<file path="src/rtl/fdiv_mul_if.sv">
// Issue/result bundle for the fdiv_mul divider, including the side channel
// to the external reciprocal unit.
interface fdiv_mul_if;
    logic        valid_in;
    logic [31:0] a;
    logic [31:0] b;
    logic [31:0] finv_x;
    logic [31:0] finv_s;
    logic        valid_out;
    logic [31:0] q;

    modport master (
        output valid_in, a, b, finv_s,
        input  finv_x, valid_out, q
    );

    modport slave (
        input  valid_in, a, b, finv_s,
        output finv_x, valid_out, q
    );
endinterface

</file>
<file path="src/rtl/fdiv_mul.sv">
// Single-precision divide as a * finv(b): 4-cycle fully pipelined multiplier
// with round-to-nearest-even, flush-to-zero and IEEE special handling.
module fdiv_mul (
    input  logic       clk,
    input  logic       rst_n,
    fdiv_mul_if.slave  bus
);

    localparam logic [31:0] QNAN = 32'h7FC0_0000;

    typedef enum logic [1:0] {
        CLS_NORM = 2'd0,
        CLS_NAN  = 2'd1,
        CLS_INF  = 2'd2,
        CLS_ZERO = 2'd3
    } cls_t;

    // Special-case priority: NaN (incl. inf*0) > inf > flushed zero > normal.
    function automatic cls_t classify(input logic [31:0] x, input logic [31:0] y);
        logic x_nan, y_nan, x_inf, y_inf, x_zero, y_zero;
        x_nan  = (x[30:23] == 8'hFF) && (x[22:0] != 23'd0);
        y_nan  = (y[30:23] == 8'hFF) && (y[22:0] != 23'd0);
        x_inf  = (x[30:23] == 8'hFF) && (x[22:0] == 23'd0);
        y_inf  = (y[30:23] == 8'hFF) && (y[22:0] == 23'd0);
        x_zero = (x[30:23] == 8'h00);
        y_zero = (y[30:23] == 8'h00);
        if (x_nan || y_nan || (x_inf && y_zero) || (y_inf && x_zero)) begin
            classify = CLS_NAN;
        end else if (x_inf || y_inf) begin
            classify = CLS_INF;
        end else if (x_zero || y_zero) begin
            classify = CLS_ZERO;
        end else begin
            classify = CLS_NORM;
        end
    endfunction

    logic [31:0]       a_d1_r, a_d2_r;
    logic              v_d1_r, v_d2_r;
    logic [31:0]       a_s2_r, r_s2_r;
    logic              v_s2_r;
    logic [47:0]       prod_r;
    logic signed [9:0] esum_r;
    logic              sign_r;
    cls_t              cls_r;
    logic              v_s3_r;
    logic [31:0]       q_r;
    logic              vout_r;

    logic [23:0]       ma_s, mr_s;
    logic signed [9:0] esum_s;
    logic [22:0]       mant_s;
    logic              guard_s, sticky_s, rnd_s;
    logic [23:0]       mant_rnd_s;
    logic signed [9:0] exp_s, exp_fin_s;
    logic [31:0]       res_s;

    assign bus.finv_x    = bus.b;
    assign bus.q         = q_r;
    assign bus.valid_out = vout_r;

    // Delay line holding a and valid until the matching reciprocal arrives.
    always_ff @(posedge clk or negedge rst_n) begin
        if (!rst_n) begin
            a_d1_r <= 32'd0;
            a_d2_r <= 32'd0;
            v_d1_r <= 1'b0;
            v_d2_r <= 1'b0;
        end else begin
            a_d1_r <= bus.a;
            a_d2_r <= a_d1_r;
            v_d1_r <= bus.valid_in;
            v_d2_r <= v_d1_r;
        end
    end

    // Capture stage: reciprocal joins its own dividend.
    always_ff @(posedge clk or negedge rst_n) begin
        if (!rst_n) begin
            a_s2_r <= 32'd0;
            r_s2_r <= 32'd0;
            v_s2_r <= 1'b0;
        end else begin
            a_s2_r <= a_d2_r;
            r_s2_r <= bus.finv_s;
            v_s2_r <= v_d2_r;
        end
    end

    // Significands with hidden bit and biased exponent sum.
    always_comb begin
        ma_s   = {1'b1, a_s2_r[22:0]};
        mr_s   = {1'b1, r_s2_r[22:0]};
        esum_s = $signed({2'b00, a_s2_r[30:23]}) + $signed({2'b00, r_s2_r[30:23]}) - 10'sd127;
    end

    // Product stage.
    always_ff @(posedge clk or negedge rst_n) begin
        if (!rst_n) begin
            prod_r <= 48'd0;
            esum_r <= 10'sd0;
            sign_r <= 1'b0;
            cls_r  <= CLS_NORM;
            v_s3_r <= 1'b0;
        end else begin
            prod_r <= {24'd0, ma_s} * {24'd0, mr_s};
            esum_r <= esum_s;
            sign_r <= a_s2_r[31] ^ r_s2_r[31];
            cls_r  <= classify(a_s2_r, r_s2_r);
            v_s3_r <= v_s2_r;
        end
    end

    // Normalise, round to nearest even, then range-check the exponent.
    always_comb begin
        mant_s     = 23'd0;
        guard_s    = 1'b0;
        sticky_s   = 1'b0;
        exp_s      = esum_r;
        if (prod_r[47]) begin
            mant_s   = prod_r[46:24];
            guard_s  = prod_r[23];
            sticky_s = |prod_r[22:0];
            exp_s    = esum_r + 10'sd1;
        end else begin
            mant_s   = prod_r[45:23];
            guard_s  = prod_r[22];
            sticky_s = |prod_r[21:0];
            exp_s    = esum_r;
        end
        rnd_s      = guard_s & (sticky_s | mant_s[0]);
        mant_rnd_s = {1'b0, mant_s} + {23'd0, rnd_s};
        // A carry out leaves the fraction at zero, so only the exponent moves.
        exp_fin_s  = exp_s + (mant_rnd_s[23] ? 10'sd1 : 10'sd0);
        res_s      = 32'd0;
        case (cls_r)
            CLS_NAN:  res_s = QNAN;
            CLS_INF:  res_s = {sign_r, 8'hFF, 23'd0};
            CLS_ZERO: res_s = {sign_r, 31'd0};
            default: begin
                if (exp_fin_s >= 10'sd255) begin
                    res_s = {sign_r, 8'hFF, 23'd0};
                end else if (exp_fin_s <= 10'sd0) begin
                    res_s = {sign_r, 31'd0};
                end else begin
                    res_s = {sign_r, exp_fin_s[7:0], mant_rnd_s[22:0]};
                end
            end
        endcase
    end

    // Output stage: q only moves when a valid result lands.
    always_ff @(posedge clk or negedge rst_n) begin
        if (!rst_n) begin
            q_r    <= 32'd0;
            vout_r <= 1'b0;
        end else begin
            vout_r <= v_s3_r;
            if (v_s3_r) begin
                q_r <= res_s;
            end else begin
                q_r <= q_r;
            end
        end
    end

endmodule

</file>
<file path="src/flat_wrapper.sv">
// flat-port wrapper written by rule: the top's interface ports become plain ports
module fdiv_mul_flat 
  (clk, rst_n, bus_valid_in, bus_a, bus_b, bus_finv_s, bus_finv_x, bus_valid_out, bus_q);
  fdiv_mul_if bus_i ();
  input  logic clk;
  input  logic rst_n;
  input wire logic [$bits(bus_i.valid_in)-1:0] bus_valid_in;
  input wire logic [$bits(bus_i.a)-1:0] bus_a;
  input wire logic [$bits(bus_i.b)-1:0] bus_b;
  input wire logic [$bits(bus_i.finv_s)-1:0] bus_finv_s;
  output wire logic [$bits(bus_i.finv_x)-1:0] bus_finv_x;
  output wire logic [$bits(bus_i.valid_out)-1:0] bus_valid_out;
  output wire logic [$bits(bus_i.q)-1:0] bus_q;
  assign bus_i.valid_in = bus_valid_in;
  assign bus_i.a = bus_a;
  assign bus_i.b = bus_b;
  assign bus_i.finv_s = bus_finv_s;
  assign bus_finv_x = bus_i.finv_x;
  assign bus_valid_out = bus_i.valid_out;
  assign bus_q = bus_i.q;
  fdiv_mul u_core (.clk(clk), .rst_n(rst_n), .bus(bus_i));
endmodule
</file>
<file path="config.mk">
export PLATFORM = sky130hd
export DESIGN_NAME = fdiv_mul_flat
export DESIGN_NICKNAME = d
export VERILOG_FILES = /design/src/rtl/fdiv_mul_if.sv /design/src/rtl/fdiv_mul.sv /design/src/flat_wrapper.sv
export SDC_FILE = /design/constraint.sdc
export NUM_CORES = 2
export LEC_CHECK = 0
export ABC_AREA = 1
export ABC_CLOCK_PERIOD_IN_PS = 17900
export CAP_MARGIN = 20
export CORE_ASPECT_RATIO = 2
export CORE_MARGIN = 2
export CORE_UTILIZATION = 60
export CTS_BUF_LIST = sky130_fd_sc_hd__clkbuf_2 sky130_fd_sc_hd__clkbuf_4 sky130_fd_sc_hd__clkbuf_8
export CTS_CLUSTER_DIAMETER = 80
export CTS_CLUSTER_SIZE = 14
export DETAILED_ROUTE_END_ITERATION = 12
export PLACE_DENSITY_LB_ADDON = 0.25
export SLEW_MARGIN = 20
export SYNTH_ARGS = -nofsm -noshare
export SYNTH_HDL_FRONTEND = slang
export SYNTH_SLANG_ARGS = --single-unit
</file>
<file path="constraint.sdc">
create_clock -name clk -period 17.9 [get_ports clk]
set_input_delay 1.79 -clock clk [delete_from_list [all_inputs] [get_ports clk]]
set_output_delay 1.79 -clock clk [all_outputs]
set_load 0.05 [all_outputs]
</file>
After elaboration in Yosys (flattened, before gate mapping)
Index checks and enable logic that the tools add are counted.
W data, S select, Z words.
{"block": "word_totals", "regBits": 226, "input_bits": 99, "out_inout_bits": 65, "elab_cells": 60}
{"block": "classes", "n_addsub": 5, "multipliers": 1, "magnitude_cmp": 2, "n_eq_ne": 5, "mux": 11, "n_bitwise": 3, "reduce_logical": 19}
{"op": "$pmux W32 S3", "count": 1}
{"op": "$mux W31", "count": 2}
{"op": "$mul A24 B24 Y48", "count": 1}
{"op": "$logic_not A23 Y1", "count": 2}
{"op": "$reduce_bool A23 Y1", "count": 2}
{"op": "$add A23 B1 Y24", "count": 1}
{"op": "$mux W23", "count": 1}
{"op": "$reduce_or A23 Y1", "count": 1}
{"op": "$reduce_or A22 Y1", "count": 1}
{"op": "$eq A8 B8 Y1 const B", "count": 2}
{"op": "$logic_not A8 Y1", "count": 2}
{"op": "$add A10 B10 Y10", "count": 1}
{"op": "$add A10 B2 Y10 const B", "count": 1}
{"op": "$ge A10 B9 Y1 const B", "count": 1}
{"op": "$le A10 B1 Y1 const B", "count": 1}
{"op": "$mux W10", "count": 1}
{"op": "$sub A10 B8 Y10 const B", "count": 1}
{"op": "$add A8 B8 Y9", "count": 1}
{"op": "$logic_and A1 B1 Y1", "count": 6}
{"op": "$mux W2", "count": 3}
{"op": "$logic_or A1 B1 Y1", "count": 5}
{"op": "$eq A2 B2 Y1 const B", "count": 2}
{"op": "$mux W1", "count": 3}
{"op": "$eq A2 B1 Y1 const B", "count": 1}
{"op": "other kinds (3)", "count": 3}

Longest topological paths before layout
{"block": "logic_depth", "depth_word": 11, "depth_mapped": 30, "depth_no_buf": 29}

Worst setup path before layout
OpenSTA, ideal clock, no wires.
{"block": "synth_timing", "kind": "register to register", "start": "register u_core.r_s2_r[3]", "end": "register u_core.prod_r[33]", "setup_time_ps": 128, "arrival_time_ps": 6194, "t_required_ps": 17772, "path_slack_ps": 11579, "path_stages_with_launch": 27, "path_buffers": 2, "cell_sequence": "dfrtp_1 -> clkbuf_1 -> clkbuf_1 -> nand2_1 -> fa_1 -> inv_1 -> fa_1 -> inv_1 -> fa_1 -> inv_1 -> fa_1 -> inv_1 -> fa_1 -> inv_1 -> fa_1 -> inv_1 -> fa_1 -> inv_1 -> ha_1 -> nand2_1 -> nor2_1 -> nand2_1 -> o21ai_0 -> a21oi_1 -> o21ai_0 -> a21oi_1 -> xor2_1"}
{"block": "synth_via", "elab_chain_cells": 1}
{"element": "start: declaration", "line": "fdiv_mul.sv:40", "text": "logic [31:0] a_s2_r, r_s2_r;"}
{"element": "start signal: assignment", "line": "fdiv_mul.sv:85", "text": "r_s2_r <= bus.finv_s;"}
{"element": "$mul A24 B24 Y48", "line": "fdiv_mul.sv:106", "text": "prod_r <= {24'd0, ma_s} * {24'd0, mr_s};"}
{"element": "end signal: assignment", "line": "fdiv_mul.sv:106"}
{"element": "end: declaration", "line": "fdiv_mul.sv:42", "text": "logic [47:0] prod_r;"}
No other way between the ends.
A chain may end at the register's enable or synchronous reset.

Worst setup path after layout
{"block": "layout_timing", "start": "register u_core.a_s2_r[10]", "end": "register u_core.prod_r[33]"}
{"block": "layout_via", "elab_chain_cells": 1}
{"element": "start: declaration", "line": "fdiv_mul.sv:40"}
{"element": "start signal: assignment", "line": "fdiv_mul.sv:84", "text": "a_s2_r <= a_d2_r;"}
{"element": "$mul A24 B24 Y48", "line": "fdiv_mul.sv:106"}
No other way between the ends.

==> flow_metrics.env <==
export IMPL_status="complete, no violations"
export IMPL_routed_wirelength_um=71000
export IMPL_nets=4102
export IMPL_place_ws_ps=10670
export IMPL_finalWorstSetupSlack_ps=10770
export IMPL_gp_congestion=0.930
export IMPL_cts_resized=0
export IMPL_tns_ps=0
export IMPL_clock_latency_ps=640
export IMPL_clkTransAtPathRegs_ps=110
export IMPL_setup_violations=0
export IMPL_syn_num_nets=4082
export IMPL_ys_types=48
export IMPL_critPathTopFamily="adder cells"
export IMPL_period_minus_slack_ps=7130
export IMPL_ant_nets=0
export IMPL_drt_initial_drc_count=1356
export IMPL_drv_cap=0
export IMPL_grt_pass1_vias=21800
export IMPL_path_class="reg -> reg"
export IMPL_antenna_found_initial=1
export IMPL_cts_buffers=22
export IMPL_drt_first_pass_iters=6
export IMPL_vias=20700
export IMPL_crit_buf_inv=7
export IMPL_wl_per_cell_um=17.9
export IMPL_die_h_um=310
export IMPL_grt_pass1_wl_um=113000
export IMPL_cp_start_kind="flip-flop"
export IMPL_final_common_cell="inv_1"
export IMPL_die_area_um2=48600
export IMPL_place_hpwl_um=54900
export IMPL_seq_area_frac_synth=0.202
export IMPL_synth_top_family_by_area="adder cells"
export IMPL_synth_fa_ha_area_frac=0.429
export IMPL_worstPathMaxFanout=25
export IMPL_endpoint_kind="flip-flop"
export IMPL_finalCritPeriodShare=0.398
export IMPL_synthesis_instances=3310
export IMPL_postCtsSetupBuffers=0
export IMPL_port_buffers=99
export IMPL_core_area_um2=46400
export IMPL_synth_xor_area_share=0.0250
export IMPL_cp_data_required_time_ps=18430
export IMPL_maxSlewViolCount=0
export IMPL_muxShareOfSynthArea=0.00143
export IMPL_pin_count=164
export IMPL_fmax_mhz=140
export IMPL_grt_usage=0.306
export IMPL_worst_path_largest_cell_delay_ps=1140
export IMPL_viasPerCell=5.23
export IMPL_cts_htree_levels=1
export IMPL_tritoncts="built"
export IMPL_root_buffer="clkbuf_8"
export IMPL_syn_to_final_growth_pct=6.47
export IMPL_drive_gt1_frac=0.0336
export IMPL_fin_util=0.644
export IMPL_clock_sinks=226
export IMPL_slew_headroom=0.210
export IMPL_initial_core_util=0.605
export IMPL_overflow=0
export IMPL_place_area_um2=29400
export IMPL_rsz0062_at_grt="no"
export IMPL_synth_area_um2=28000
export IMPL_synth_simple_gate_area_frac=0.142
export IMPL_finClkSkew_ps=31.3
export IMPL_cp_data_arrival_time_ps=7660
export IMPL_critPathSlowestCell="dfrtp_1"
export IMPL_fin_area_um2=29900
export IMPL_synth_compound_area_share=0.0432
export IMPL_die_x_um=157
export IMPL_yosysWarningCount=0
export IMPL_postSynthAreaPerCell_um2=8.47
export IMPL_tightest_slew_ps=1190
export IMPL_drc=0
export IMPL_final_cell_mix="989 x inv_1, 758 x nand2_1, 483 x fa_1"
export IMPL_crit_chain="nand2_1, inv_1, fa_1, fa_1, inv_1, fa_1, inv_1, fa_1, inv_1, fa_1, inv_1, fa_1, inv_1, fa_1, inv_1, ha_1, nand2_1, nor2_1, nand2_1, o21ai_0, a21oi_1, o21ai_0, a21oi_1, xor2_1"
export IMPL_cts_hold_buffers=0
export IMPL_grt_max_degree=106
export IMPL_synth_seq_cells=226
export IMPL_clockBufferDepth=3
export IMPL_row_count=112
export IMPL_hold_viol=0
export IMPL_holdCritPathClass="reg -> reg"
[Yosys cell counts, drive strengths merged]
cell    number  area, µm²
nand3       52        288
fa         483       9670
xor2        54        499
dfrtp      226       5660
xnor2       23        201
clkbuf     103        387
clkinv       1       3.75
nand3b       2       15.0
nor2       104        440
or4          1       7.51
inv        992       3720
and3         3       18.8
or2          8       50.1
a21oi       75        375
o21a         7       52.6
nand4       17        106
ha         190       2380
o221ai       2       17.5
a221oi       1       8.76
a31oi        9       56.3
a21boi       3       22.5
nor4        22        138
o21bai       9       71.3
nand2      763       2890
a41oi        1       8.76
o31ai        1       7.51
mux2i        4       40.0
o21ai       97        515
o211ai       2       15.0
nor3         9       45.0
buf         38        285
o22ai        1       6.26
a21o         6       45.0
a31o         1       8.76
[cell families after synthesis]
| family | count (synthesis) |
|---|---|
| xor+xnor | 77 |
| mux | 4 |
| fa+ha+maj | 673 |
| flops | 226 |
| simple gates | 981 |
| compound gates | 215 |
| buf+inv | 1134 |
[layout make-up]
| class | instances | area, µm² |
|---|---|---|
| diodes | 1 | 2.50 |
| clock buffers | 22 | 303 |
| clock inverters | 7 | 91.3 |
| fillers | 3968 | 16500 |
| inverters | 993 | 3730 |
| multi-input cells | 1950 | 18000 |
| flip-flops and latches | 226 | 5660 |
| well taps | 627 | 785 |
| repair buffers | 137 | 1300 |
[flip-flops by register name, indices dropped and copies added (netlist names)]
name and flops:
u_core.v_d1_r 1, u_core.v_d2_r 1, u_core.esum_r 10, u_core.sign_r 1, u_core.v_s2_r 1, u_core.r_s2_r 32
u_core.bus.valid_out 1, u_core.a_d1_r 32, u_core.v_s3_r 1, u_core.a_s2_r 32, u_core.prod_r 48, u_core.bus.q 32
u_core.a_d2_r 32, u_core.cls_r 2
[metal layers]
metal	wire, µm	vias to the layer above	global-route usage
met5	0	-	0
met4	4350	0	0.157
met3	4740	250	0.0395
met2	36500	871	0.540
met1	25500	10100	0.364
li1	-	9452	-
[final timing paths]
path,start,end,slack (ps),cells past startpoint
max,u_core.a_s2_r[10]$_DFF_PN0_,u_core.prod_r[33]$_DFF_PN0_,10770,24
min,u_core.a_d2_r[7]$_DFF_PN0_,u_core.a_s2_r[7]$_DFF_PN0_,340,0
max reg2reg,u_core.a_s2_r[10]$_DFF_PN0_,u_core.prod_r[33]$_DFF_PN0_,10770,24
min reg2reg,u_core.a_d2_r[7]$_DFF_PN0_,u_core.a_s2_r[7]$_DFF_PN0_,340,0
max in group asynchronous,rst_n,u_core.r_s2_r[8]$_DFF_PN0_,15260,2
min in group asynchronous,rst_n,u_core.v_s3_r$_DFF_PN0_,1180,1
[worst register-to-register path, stage by stage, from the launching register on]
cell,delay [ps]
dfrtp_1,1140
nand2_1,140
inv_1,140
fa_1,420
fa_1,510
inv_1,50
fa_1,470
inv_1,50
fa_1,490
inv_1,50
fa_1,530
inv_1,50
fa_1,480
inv_1,50
fa_1,570
inv_1,70
ha_1,350
nand2_1,100
nor2_1,220
nand2_1,100
o21ai_0,290
a21oi_1,180
o21ai_0,290
a21oi_1,130
xor2_1,150
[per-stage QoR]
| step | hold slack, ps | cells |
|---|---|---|
| CTS | 345 | 3961 |
| global route | 349 | 3963 |
| global placement | 332 | 3932 |
| finish | 339 | 3963 |
| detailed placement | 335 | 3932 |
| floorplan | 331 | 3310 |
Power is left out: the tool's default activity adds up to more than one toggle a clock period on the data nets, which glitch-free logic cannot reach.
